File: config.mk
export PLATFORM = sky130hd
export DESIGN_NAME = collision_scan_arbiter_flat
export DESIGN_NICKNAME = d
export VERILOG_FILES = /design/src/rtl/collision_scan_arbiter_if.sv /design/src/rtl/collision_scan_arbiter.sv /design/src/flat_wrapper.sv
export SDC_FILE = /design/constraint.sdc
export NUM_CORES = 1
export LEC_CHECK = 0
export ABC_CLOCK_PERIOD_IN_PS = 3980
export CAP_MARGIN = 20
export CORE_UTILIZATION = 44
export CTS_BUF_LIST = sky130_fd_sc_hd__clkbuf_2 sky130_fd_sc_hd__clkbuf_4 sky130_fd_sc_hd__clkbuf_8
export CTS_CLUSTER_SIZE = 25
export DETAILED_ROUTE_END_ITERATION = 12
export PLACE_DENSITY = 0.8
export SLEW_MARGIN = 20
export SYNTH_ARGS = -nofsm -noshare
export SYNTH_HDL_FRONTEND = slang
export SYNTH_SLANG_ARGS = --single-unit
File: constraint.sdc
create_clock -name sysClk -period 3.98 [get_ports sysClk]
set_input_delay 0.796 -clock sysClk [delete_from_list [all_inputs] [get_ports sysClk]]
set_output_delay 0.796 -clock sysClk [all_outputs]
set_load 0.02 [all_outputs]
File: src/rtl/collision_scan_arbiter_if.sv
// Rectangle payload type and the requester/obstacle-table bundle for collision_scan_arbiter.
package collision_scan_arbiter_pkg;

  typedef struct packed {
    logic [7:0] x;
    logic [7:0] y;
  } point_t;

  // Axis-aligned rectangle given by its center and half-extents.
  typedef struct packed {
    point_t center;
    point_t radius;
  } rect_t;

endpackage

interface collision_scan_arbiter_if
  import collision_scan_arbiter_pkg::*;
#(
  parameter int unsigned N  = 4,
  parameter int unsigned IW = 4
);

  logic [N-1:0]  req;
  rect_t [N-1:0] queryArea;
  logic [IW-1:0] obsIdx;
  rect_t         obsArea;
  logic          obsExists;
  logic [N-1:0]  done;
  logic          hit;
  logic [IW-1:0] hitIdx;
  logic          busy;

  // Arbiter side.
  modport slave (
    input  req, queryArea, obsArea, obsExists,
    output obsIdx, done, hit, hitIdx, busy
  );

  // Requesters plus obstacle table side.
  modport master (
    output req, queryArea, obsArea, obsExists,
    input  obsIdx, done, hit, hitIdx, busy
  );

endinterface

File: src/rtl/collision_scan_arbiter.sv
// Round-robin shared rectangle-overlap scanner over an obstacle table.
module collision_scan_arbiter
  import collision_scan_arbiter_pkg::*;
#(
  parameter int unsigned N          = 4,
  parameter int unsigned M          = 16,
  parameter int unsigned EARLY_EXIT = 1,
  parameter int unsigned IW         = (M > 1) ? $clog2(M) : 1
) (
  input logic                 sysClk,
  input logic                 reset_l,
  collision_scan_arbiter_if.slave bus
);

  localparam int unsigned OW = (N > 1) ? $clog2(N) : 1;

  typedef enum logic [1:0] {
    IDLE   = 2'd0,
    SCAN   = 2'd1,
    REPORT = 2'd2
  } state_t;

  state_t        state_q, state_d;
  logic [OW-1:0] last_q, last_d;
  logic [OW-1:0] owner_q, owner_d;
  rect_t         query_q, query_d;
  logic          found_q, found_d;
  logic [IW-1:0] found_idx_q, found_idx_d;
  logic [IW-1:0] obs_idx_q, obs_idx_d;
  logic [N-1:0]  done_q, done_d;
  logic          hit_q, hit_d;
  logic [IW-1:0] hit_idx_q, hit_idx_d;
  logic          busy_q, busy_d;

  logic          grant_valid;
  logic [OW-1:0] grant_idx;
  logic          entry_hit;
  logic          result_found;
  logic [IW-1:0] result_idx;

  // Inclusive 1-D overlap: |a-b| <= ra+rb, magnitude taken larger-minus-smaller.
  function automatic logic axis_overlap(input logic [7:0] qc, input logic [7:0] qr,
                                        input logic [7:0] oc, input logic [7:0] orad);
    logic [7:0] diff;
    logic [8:0] sum;
    diff = (qc >= oc) ? (qc - oc) : (oc - qc);
    sum  = {1'b0, qr} + {1'b0, orad};
    return ({1'b0, diff} <= sum);
  endfunction

  // Shared comparator: latched query against the table entry currently addressed.
  always_comb begin
    entry_hit = axis_overlap(query_q.center.x, query_q.radius.x,
                             bus.obsArea.center.x, bus.obsArea.radius.x) &&
                axis_overlap(query_q.center.y, query_q.radius.y,
                             bus.obsArea.center.y, bus.obsArea.radius.y) &&
                bus.obsExists;
  end

  // Round-robin pick: first requester after the last one served, wrapping at N.
  always_comb begin
    logic [OW-1:0] cand;
    grant_valid = 1'b0;
    grant_idx   = '0;
    cand        = '0;
    for (int unsigned i = 1; i <= N; i++) begin
      cand = OW'((32'(last_q) + i) % N);
      if (!grant_valid && bus.req[cand]) begin
        grant_valid = 1'b1;
        grant_idx   = cand;
      end
    end
  end

  // Result including a hit seen at the current index this cycle.
  always_comb begin
    result_found = found_q || entry_hit;
    result_idx   = found_q ? found_idx_q : obs_idx_q;
  end

  // State and registered outputs.
  always_ff @(posedge sysClk or negedge reset_l) begin
    if (!reset_l) begin
      state_q     <= IDLE;
      last_q      <= OW'(N - 1);
      owner_q     <= '0;
      query_q     <= '0;
      found_q     <= 1'b0;
      found_idx_q <= '0;
      obs_idx_q   <= '0;
      done_q      <= '0;
      hit_q       <= 1'b0;
      hit_idx_q   <= '0;
      busy_q      <= 1'b0;
    end else begin
      state_q     <= state_d;
      last_q      <= last_d;
      owner_q     <= owner_d;
      query_q     <= query_d;
      found_q     <= found_d;
      found_idx_q <= found_idx_d;
      obs_idx_q   <= obs_idx_d;
      done_q      <= done_d;
      hit_q       <= hit_d;
      hit_idx_q   <= hit_idx_d;
      busy_q      <= busy_d;
    end
  end

  // Next-state and next-output logic; result outputs are zero unless reporting.
  always_comb begin
    state_d     = state_q;
    last_d      = last_q;
    owner_d     = owner_q;
    query_d     = query_q;
    found_d     = found_q;
    found_idx_d = found_idx_q;
    obs_idx_d   = obs_idx_q;
    done_d      = '0;
    hit_d       = 1'b0;
    hit_idx_d   = '0;

    unique case (state_q)
      IDLE: begin
        if (grant_valid) begin
          query_d     = bus.queryArea[grant_idx];
          owner_d     = grant_idx;
          obs_idx_d   = '0;
          found_d     = 1'b0;
          found_idx_d = '0;
          state_d     = SCAN;
        end
      end
      SCAN: begin
        if (!bus.req[owner_q]) begin
          // Requester withdrew: discard the scan silently.
          state_d = IDLE;
          last_d  = owner_q;
        end else begin
          if (entry_hit && !found_q) begin
            found_d     = 1'b1;
            found_idx_d = obs_idx_q;
          end
          if ((entry_hit && (EARLY_EXIT != 0)) || (obs_idx_q == IW'(M - 1))) begin
            state_d         = REPORT;
            done_d[owner_q] = 1'b1;
            hit_d           = result_found;
            hit_idx_d       = result_found ? result_idx : '0;
          end else begin
            obs_idx_d = IW'(obs_idx_q + 1'b1);
          end
        end
      end
      REPORT: begin
        state_d   = IDLE;
        last_d    = owner_q;
        obs_idx_d = '0;
      end
      default: begin
        state_d = IDLE;
      end
    endcase

    busy_d = (state_d != IDLE);
  end

  assign bus.obsIdx = obs_idx_q;
  assign bus.done   = done_q;
  assign bus.hit    = hit_q;
  assign bus.hitIdx = hit_idx_q;
  assign bus.busy   = busy_q;

endmodule

File: src/flat_wrapper.sv
// flat-port wrapper written by rule: the top's interface ports become plain ports
module collision_scan_arbiter_flat import collision_scan_arbiter_pkg::*;
#(
  parameter int unsigned N          = 4,
  parameter int unsigned M          = 16,
  parameter int unsigned EARLY_EXIT = 1,
  parameter int unsigned IW         = (M > 1) ? $clog2(M) : 1
)
  (sysClk, reset_l, bus_req, bus_queryArea, bus_obsArea, bus_obsExists, bus_obsIdx, bus_done, bus_hit, bus_hitIdx, bus_busy);
  collision_scan_arbiter_if #(.N(N), .IW(IW)) bus_i ();
  input logic sysClk;
  input logic reset_l;
  input wire logic [$bits(bus_i.req)-1:0] bus_req;
  input wire logic [$bits(bus_i.queryArea)-1:0] bus_queryArea;
  input wire logic [$bits(bus_i.obsArea)-1:0] bus_obsArea;
  input wire logic [$bits(bus_i.obsExists)-1:0] bus_obsExists;
  output wire logic [$bits(bus_i.obsIdx)-1:0] bus_obsIdx;
  output wire logic [$bits(bus_i.done)-1:0] bus_done;
  output wire logic [$bits(bus_i.hit)-1:0] bus_hit;
  output wire logic [$bits(bus_i.hitIdx)-1:0] bus_hitIdx;
  output wire logic [$bits(bus_i.busy)-1:0] bus_busy;
  assign bus_i.req = bus_req;
  assign bus_i.queryArea = bus_queryArea;
  assign bus_i.obsArea = bus_obsArea;
  assign bus_i.obsExists = bus_obsExists;
  assign bus_obsIdx = bus_i.obsIdx;
  assign bus_done = bus_i.done;
  assign bus_hit = bus_i.hit;
  assign bus_hitIdx = bus_i.hitIdx;
  assign bus_busy = bus_i.busy;
  collision_scan_arbiter #(.N(N), .M(M), .EARLY_EXIT(EARLY_EXIT), .IW(IW)) u_core (.sysClk(sysClk), .reset_l(reset_l), .bus(bus_i));
endmodule
==> results.py, run 1 <==
metrics = {
    "floorplan": {
        "rows": 40,
        "die_w_um": 114,
        "die_y_um": 114,
        "die-area_um2": 13100,
        "io_pins": 181,
        "fp.coreArea_um2": 12200,
        "start_util_pct": 45.7,
    },
    "cells_and_area": {
        "antennaDiodeCount": 0,
        "drive_above_1_share_pct": 19.7,
        "syn_to_final_growth_pct": 57.8,
        "fill_cells": 963,
        "finalNetCount": 1228,
        "finalNonFillerCells": 1165,
    },
    "setup_path": {
        "r2r-start": "u_core.query_q[16]",
        "reg2reg_depth": 21,
        "startpoint": "bus_obsArea[16]",
        "rrSetupSlack_ns": -0.17,
        "regToRegEndpoint": "u_core.bus.obsIdx[0]",
        "path_common_cell": "buf_4",
        "cp.depth": 21,
        "endpoint": "u_core.bus.obsIdx[0]",
        "endpoint_kind": "register",
        "cp_slowest_stage_delay_ns": 0.36,
        "start_kind": "primary input",
        "crit_chain": "buf_8 -> ha_4 -> inv_2 -> fa_2 -> a21o_2 -> o21a_4 -> o211ai_4 -> buf_6 -> buf_4 -> a31oi_1 -> o211ai_1 -> buf_4 -> buf_4 -> nand2_1 -> o221a_1 -> ha_1 -> and3_4 -> a21o_1 -> o311a_4 -> or2_4 -> o32ai_2",
        "crit_slowest_cell": "o311a_4",
        "path_delay_family": "compound AO/OA/AOI/OAI gates",
        "crit_buf_inv": 6,
        "worst-path-max-fanout": 6,
        "path_class": "primary input to register",
        "cp.required_ns": 4.24,
        "worst_ep_arrival_time_ns": 4.47,
    },
    "global_routing": {
        "grt.met2_usage_pct": 49.5,
        "grt_max_degree": 38,
        "busiest_layer": "met2",
        "grt_pass1_wl_um": 29100,
        "grt_overflow": 0,
        "antenna_found_initial": 0,
        "grt_usage_pct": 28.5,
        "grt_pass1_vias": 6040,
        "met1_usage_pct": 35.4,
        "grtUsageMet3_pct": 5.72,
    },
    "sta": {
        "worstMarginPinSlew_ns": 0.871,
        "hold_ws_ns": 0.487,
        "fmax_ghz": 0.238,
        "hold_viol_final": 0,
        "worst_clock_skew_ns": 0.0143,
        "finalCriticalPeriod_ns": 4.21,
        "worst_slack_ns": -0.229,
        "rsz0062_at_grt": "true",
        "timing.slew.headroom_pct": 41.9,
        "drv_slew": 0,
        "setup_violations": 20,
        "post-route-period-util_pct": 106,
    },
    "status": {
        "outcome": "complete, but fails checks",
        "violations": "setup timing",
    },
    "clock_network": {
        "holdBufCountCts": 0,
        "cts_max_level": 3,
        "cts_root_buf": "clkbuf_8",
        "path_clk_slew_ns": 0.08,
        "cts_max_path_buffers": 2,
        "cts_sinks": 57,
        "insertion_delay_ns": 0.35,
        "cts_tree": "yes",
        "numCtsBuffers": 9,
    },
    "place": {
        "post-dp-hpwl_um": 13300,
        "numPortBuffers": 180,
        "dp_cells": 1132,
        "routabilityCongestion": 0.894,
    },
    "yosys": {
        "yosysTopAreaCellShare_pct": 24.8,
        "ys_seq_area_share_pct": 25.7,
        "synth_ff_type": "dfrtp_1",
        "synth_top_cells_by_count": "124 x nand2_1, 112 x nor2_1, 84 x o21ai_0, 63 x ha_1, 55 x dfrtp_1",
        "synthArstFlopShare_pct": 100,
        "ys_types": 65,
        "ys_warn_count": 0,
        "ys_top_cells_by_area": "dfrtp_1 25%, ha_1 14%, nand2_1 8.4%",
        "synth_fa_ha_area_share_pct": 16.3,
        "synth_mux_area_share_pct": 2.81,
        "syn_nets": 984,
        "synth_area_leader_cell": "dfrtp_1",
        "syn-instance-count": 748,
        "synthSimpleGateAreaFrac_pct": 24.6,
        "synth_top_family_by_area": "simple AND/OR/NAND/NOR gates",
        "synth_edf_count": 0,
        "yosysMostFrequentCell": "nand2_1",
        "synth-xor-area-share_pct": 3.15,
        "synth_compound_area_share_pct": 21.2,
        "ys_ff_latch": 57,
        "syn-mean-instance-area_um2": 7.43,
        "syn-cell-area_um2": 5560,
    },
    "drt": {
        "wire_per_inst_um": 15.3,
        "ant_nets": 0,
        "drc_errors": 0,
        "drt_pass1_iterations": 4,
        "via_count": 6075,
        "drt-initial-drc-count": 331,
        "drt_wl_total_um": 17800,
        "vias_per_cell": 5.21,
    },
    "pwr": {
        "pwr_density_cell_nw_per_um2": 810,
        "p_leak_nw": 3.98,
        "ir_drop_v": 0.000341,
    },
    "hold_path": {
        "worstHoldPathType": "register to register",
    },
    "job": {
        "drv_cap": 0,
    },
}
-- layout make-up --
cell class	count	area [um^2]	area share, %
clock inverters	7	103	1.17
well taps	168	210	2.40
repair buffers	266	2480	28.2
inverters	50	188	2.14
flip-flops and latches	57	1430	16.3
clock buffers	9	124	1.41
multi-input cells	608	4240	48.3
-- placed cells by master (no fill, tap or decap), types with 8 or more instances in the layout --
master,instances
nand3_1,40
o21ai_0,75
xor2_1,9
clkbuf_8,9
clkdlybuf4s50_1,165
nor2_1,110
ha_4,11
inv_1,39
buf_4,79
o21ai_1,8
inv_2,11
ha_1,48
a21o_1,17
nand2_1,123
a21oi_1,30
dfrtp_1,55
xnor2_1,11
-- cell families after synthesis --
| group | count (synthesis) |
|---|---|
| AOI/OAI and AO/OA | 186 |
| and+or+nand+nor | 318 |
| DFF | 57 |
| buffers and inverters | 85 |
| adders and majority gates | 69 |
| muxes | 13 |
| xor gates and xnor gates | 20 |
-- what timing repair did --
action / CTS / global route
gates resized for setup: 92 / 11
endpoints found under the setup margin: 20 / 20
cloned: 2 / 0
hold endpoints to repair: 0 / 0
pin swaps: 48 / 14
buffers inserted: 12 / 3
-- layer usage --
metal	wire, um	up-vias
met5	0	-
met4	505	0
met3	1210	36
met2	8420	219
met1	7700	2758
li1	-	3062
-- power by group --
| part | total (mW) | switching (mW) | internal [mW] |
|---|---|---|---|
| clock | 0.628 | 0.270 | 0.358 |
| combinational | 5.41 | 2.73 | 2.68 |
| sequential | 1.06 | 0.238 | 0.822 |
| total | 7.10 | 3.24 | 3.86 |
-- sequential cells by signal, indices dropped and copies added (netlist names) --
signal and count:
u_core.found_q 1, u_core.bus.obsIdx 4, u_core.owner_q 2, u_core.state_q 2
u_core.bus.busy 1, u_core.last_q 2, u_core.bus.done 4, u_core.bus.hit 1
u_core.bus.hitIdx 4, u_core.query_q 32, u_core.found_idx_q 4
-- worst register-to-register path: cells and delay by family (launching register included) --
kind | cells | cell delay [ns]
adder cells (fa/ha/maj) | 3 | 0.77
AO/OA/AOI/OAI | 9 | 1.77
buffers and inverters | 6 | 0.62
flip-flops | 1 | 0.39
AND/OR/NAND/NOR | 3 | 0.51
-- per-stage QoR --
step / TNS [ns] / power, mW / worst slack, ns / utilization [%] / area [um^2]
2_1_floorplan: -4.75 / 4.10 / -0.354 / - / 5630
3_3_place_gp: -18.39 / 5.47 / -0.978 / 66.4 / 8080
3_5_place_dp: -20.35 / 5.58 / -1.10 / 66.4 / 8080
4_1_cts: -1.41 / 6.96 / -0.113 / 71.8 / 8730
5_1_grt: -5.17 / 7.77 / -0.333 / 72.1 / 8770
6_report: -2.75 / 7.10 / -0.229 / 72.1 / 8770
-- worst min path at each step --
stage	slack, ns	from	depth (start not counted)	endpoint
after global placement	0.47	u_core.query_q[2]	2	u_core.query_q[2]
after detailed placement	0.47	u_core.query_q[4]	2	u_core.query_q[4]
after global routing	0.52	u_core.query_q[14]	2	u_core.query_q[14]
after floorplan	0.45	u_core.query_q[0]	2	u_core.query_q[0]
final	0.49	u_core.query_q[4]	2	u_core.query_q[4]
after CTS	0.49	u_core.query_q[4]	2	u_core.query_q[4]
(Power assumes the default switching activity.)
==> run 2, diff against run 1 <==
- CTS_CLUSTER_DIAMETER: unset -> 120
- PLACE_DENSITY: 0.8 -> 0.77
- SETUP_SLACK_MARGIN: unset -> 0.05
==> run 2 against run 1 <==
Effect of this change: the flow still finishes with violations (setup timing); sequential power is essentially flat; utilization grew 1.2 points; setup slack lost 0.022 ns; routed wire length grew 5.7%; final cell count grew 0.34%; sequential cell count is the same; fmax shrank 0.52%; total power grew 5.1%; clock skew is essentially flat; sequential share of layout area shrank 0.27 points; critical endpoint is now u_core.bus.hitIdx[1].
==> results.py, run 2 (synthesis gave the netlist of run 1 again) <==
metrics = {
    "status": {
        "outcome": "complete, but fails checks",
        "violations": "setup timing",
    },
    "clock_network": {
        "cts_root_buf": "clkbuf_8",
        "cts_max_path_buffers": 2,
        "cts_tree": "yes",
        "path_clk_slew_ns": 0.08,
        "holdBufCountCts": 0,
        "numCtsBuffers": 9,
        "cts_max_level": 3,
        "insertion_delay_ns": 0.34,
        "cts_sinks": 57,
    },
    "setup_path": {
        "crit_slowest_cell": "clkdlybuf4s50_1",
        "reg2reg_depth": 20,
        "worst-path-max-fanout": 8,
        "endpoint_kind": "register",
        "rrSetupSlack_ns": -0.18,
        "regToRegEndpoint": "u_core.bus.hitIdx[1]",
        "startpoint": "bus_obsArea[31]",
        "cp_slowest_stage_delay_ns": 0.48,
        "crit_chain": "clkdlybuf4s50_1 -> inv_2 -> ha_4 -> buf_4 -> a21oi_2 -> inv_1 -> o21ai_0 -> nand4_1 -> a311oi_2 -> a311o_1 -> xnor2_2 -> ha_4 -> nor4_4 -> o21ai_1 -> o221ai_2 -> o311a_4 -> buf_4 -> nand3b_1 -> a21oi_1",
        "worst_ep_arrival_time_ns": 4.49,
        "path_class": "primary input to register",
        "r2r-start": "u_core.query_q[24]",
        "endpoint": "u_core.bus.hitIdx[1]",
        "cp.required_ns": 4.24,
        "start_kind": "primary input",
    },
    "drt": {
        "drc_errors": 0,
        "vias_per_cell": 5.32,
        "drt_pass1_iterations": 4,
        "drt-initial-drc-count": 276,
        "wire_per_inst_um": 16.1,
        "via_count": 6219,
        "drt_wl_total_um": 18800,
        "ant_nets": 0,
    },
    "hold_path": {
        "worstHoldPathType": "register to register",
        "holdPathStages": 2,
        "hp-start": "u_core.query_q[4]",
    },
    "sta": {
        "post-route-period-util_pct": 106,
        "fmax_ghz": 0.236,
        "timing.slew.headroom_pct": 49.4,
        "rsz0062_at_grt": "true",
        "drv_slew": 0,
        "worst_clock_skew_ns": 0.0139,
        "worst_slack_ns": -0.251,
        "finalCriticalPeriod_ns": 4.23,
        "setup_violations": 20,
        "hold_viol_final": 0,
        "worstMarginPinSlew_ns": 0.760,
    },
    "floorplan": {
        "fp.coreArea_um2": 12200,
        "start_util_pct": 45.7,
        "die_y_um": 114,
        "rows": 40,
        "die_w_um": 114,
        "die-area_um2": 13100,
        "io_pins": 181,
    },
    "cells_and_area": {
        "antennaDiodeCount": 0,
        "drive_above_1_share_pct": 21.0,
        "final_cell_mix": "166 x clkdlybuf4s50_1, 123 x nand2_1, 109 x nor2_1",
        "syn_to_final_growth_pct": 60.4,
        "layout_commonest_cell": "clkdlybuf4s50_1",
        "seq_area_um2": 1430,
        "finalNetCount": 1232,
        "fin_area_um2": 8920,
        "fill_cells": 1015,
        "largest_reg_flops": 32,
        "final_util_pct": 73.3,
        "multi_input_area_um2": 4360,
        "largest_register": "u_core.query_q",
    },
    "place": {
        "post-dp-hpwl_um": 13500,
        "numPortBuffers": 180,
        "routabilityCongestion": 0.874,
        "place_area_um2": 8110,
    },
    "global_routing": {
        "grt_pass1_wl_um": 28900,
        "antenna_found_initial": 0,
        "grt_max_degree": 58,
        "grt_usage_pct": 28.2,
        "grt_overflow": 0,
        "grt_pass1_vias": 6047,
    },
    "pwr": {
        "p_leak_nw": 4.02,
        "pwr_density_cell_nw_per_um2": 837,
        "ir_drop_v": 0.000427,
    },
    "job": {
        "drv_cap": 0,
    },
}
-- run 2: worst min path at each step --
stage	to	slack (ns)
2_1_floorplan	u_core.query_q[0]	0.45
3_5_place_dp	u_core.query_q[4]	0.48
3_3_place_gp	u_core.query_q[8]	0.47
4_1_cts	u_core.query_q[4]	0.49
6_report	u_core.query_q[4]	0.50
5_1_grt	u_core.query_q[4]	0.52
-- run 2: metal layers --
metal  part of all wire [%]  global-route usage [%]  up-vias
li1                       -                       -     3066
met1                     42                    35.4     2894
met2                     49                    49.3      225
met3                    6.3                    4.71       34
met4                    2.4                    9.35        0
met5                      0                       0        -
-- run 2: repair_timing --
item	in CTS	in global routing
setup endpoints to repair	20	20
gates resized for setup	96	32
pin swaps	37	23
cloned	2	0
buffers inserted	7	8
-- run 2: cell type report --
| type | count | share of cell area, % |
|---|---|---|
| clock inverters | 7 | 1.07 |
| repair buffers | 270 | 28.2 |
| inverters | 50 | 2.10 |
| multi-input cells | 608 | 48.9 |
| clock buffers | 9 | 1.39 |
| flip-flops and latches | 57 | 16.0 |
| well taps | 168 | 2.36 |
-- run 2: worst max-delay path: cells and delay by family --
family	cells	cell delay, ns
XOR/XNOR	1	0.10
buffers and inverters	5	0.88
AND/OR/NAND/NOR	3	0.47
adder cells (fa/ha/maj)	2	0.33
AO/OA/AOI/OAI	8	1.91
-- run 2: per-stage QoR --
step,power [mW],hold WS (ns),std cells,TNS [ns],setup slack [ns]
final,7.47,0.496,1169,-3.50,-0.251
after global routing,8.04,0.521,1169,-7.04,-0.435
after CTS,6.96,0.493,1162,-2.27,-0.166
after detailed placement,5.62,0.475,1137,-20.61,-1.11
after global placement,5.49,0.471,1137,-18.96,-0.999
after floorplan,4.10,0.454,748,-4.75,-0.354
-- run 2: report_power, final --
group | total, mW | switching, mW | internal (mW) | leakage [nW]
registers | 1.06 | 0.240 | 0.822 | 0.716
logic | 5.78 | 2.95 | 2.84 | 3.20
clock network | 0.621 | 0.268 | 0.353 | 0.109
total | 7.47 | 3.45 | 4.01 | 4.02
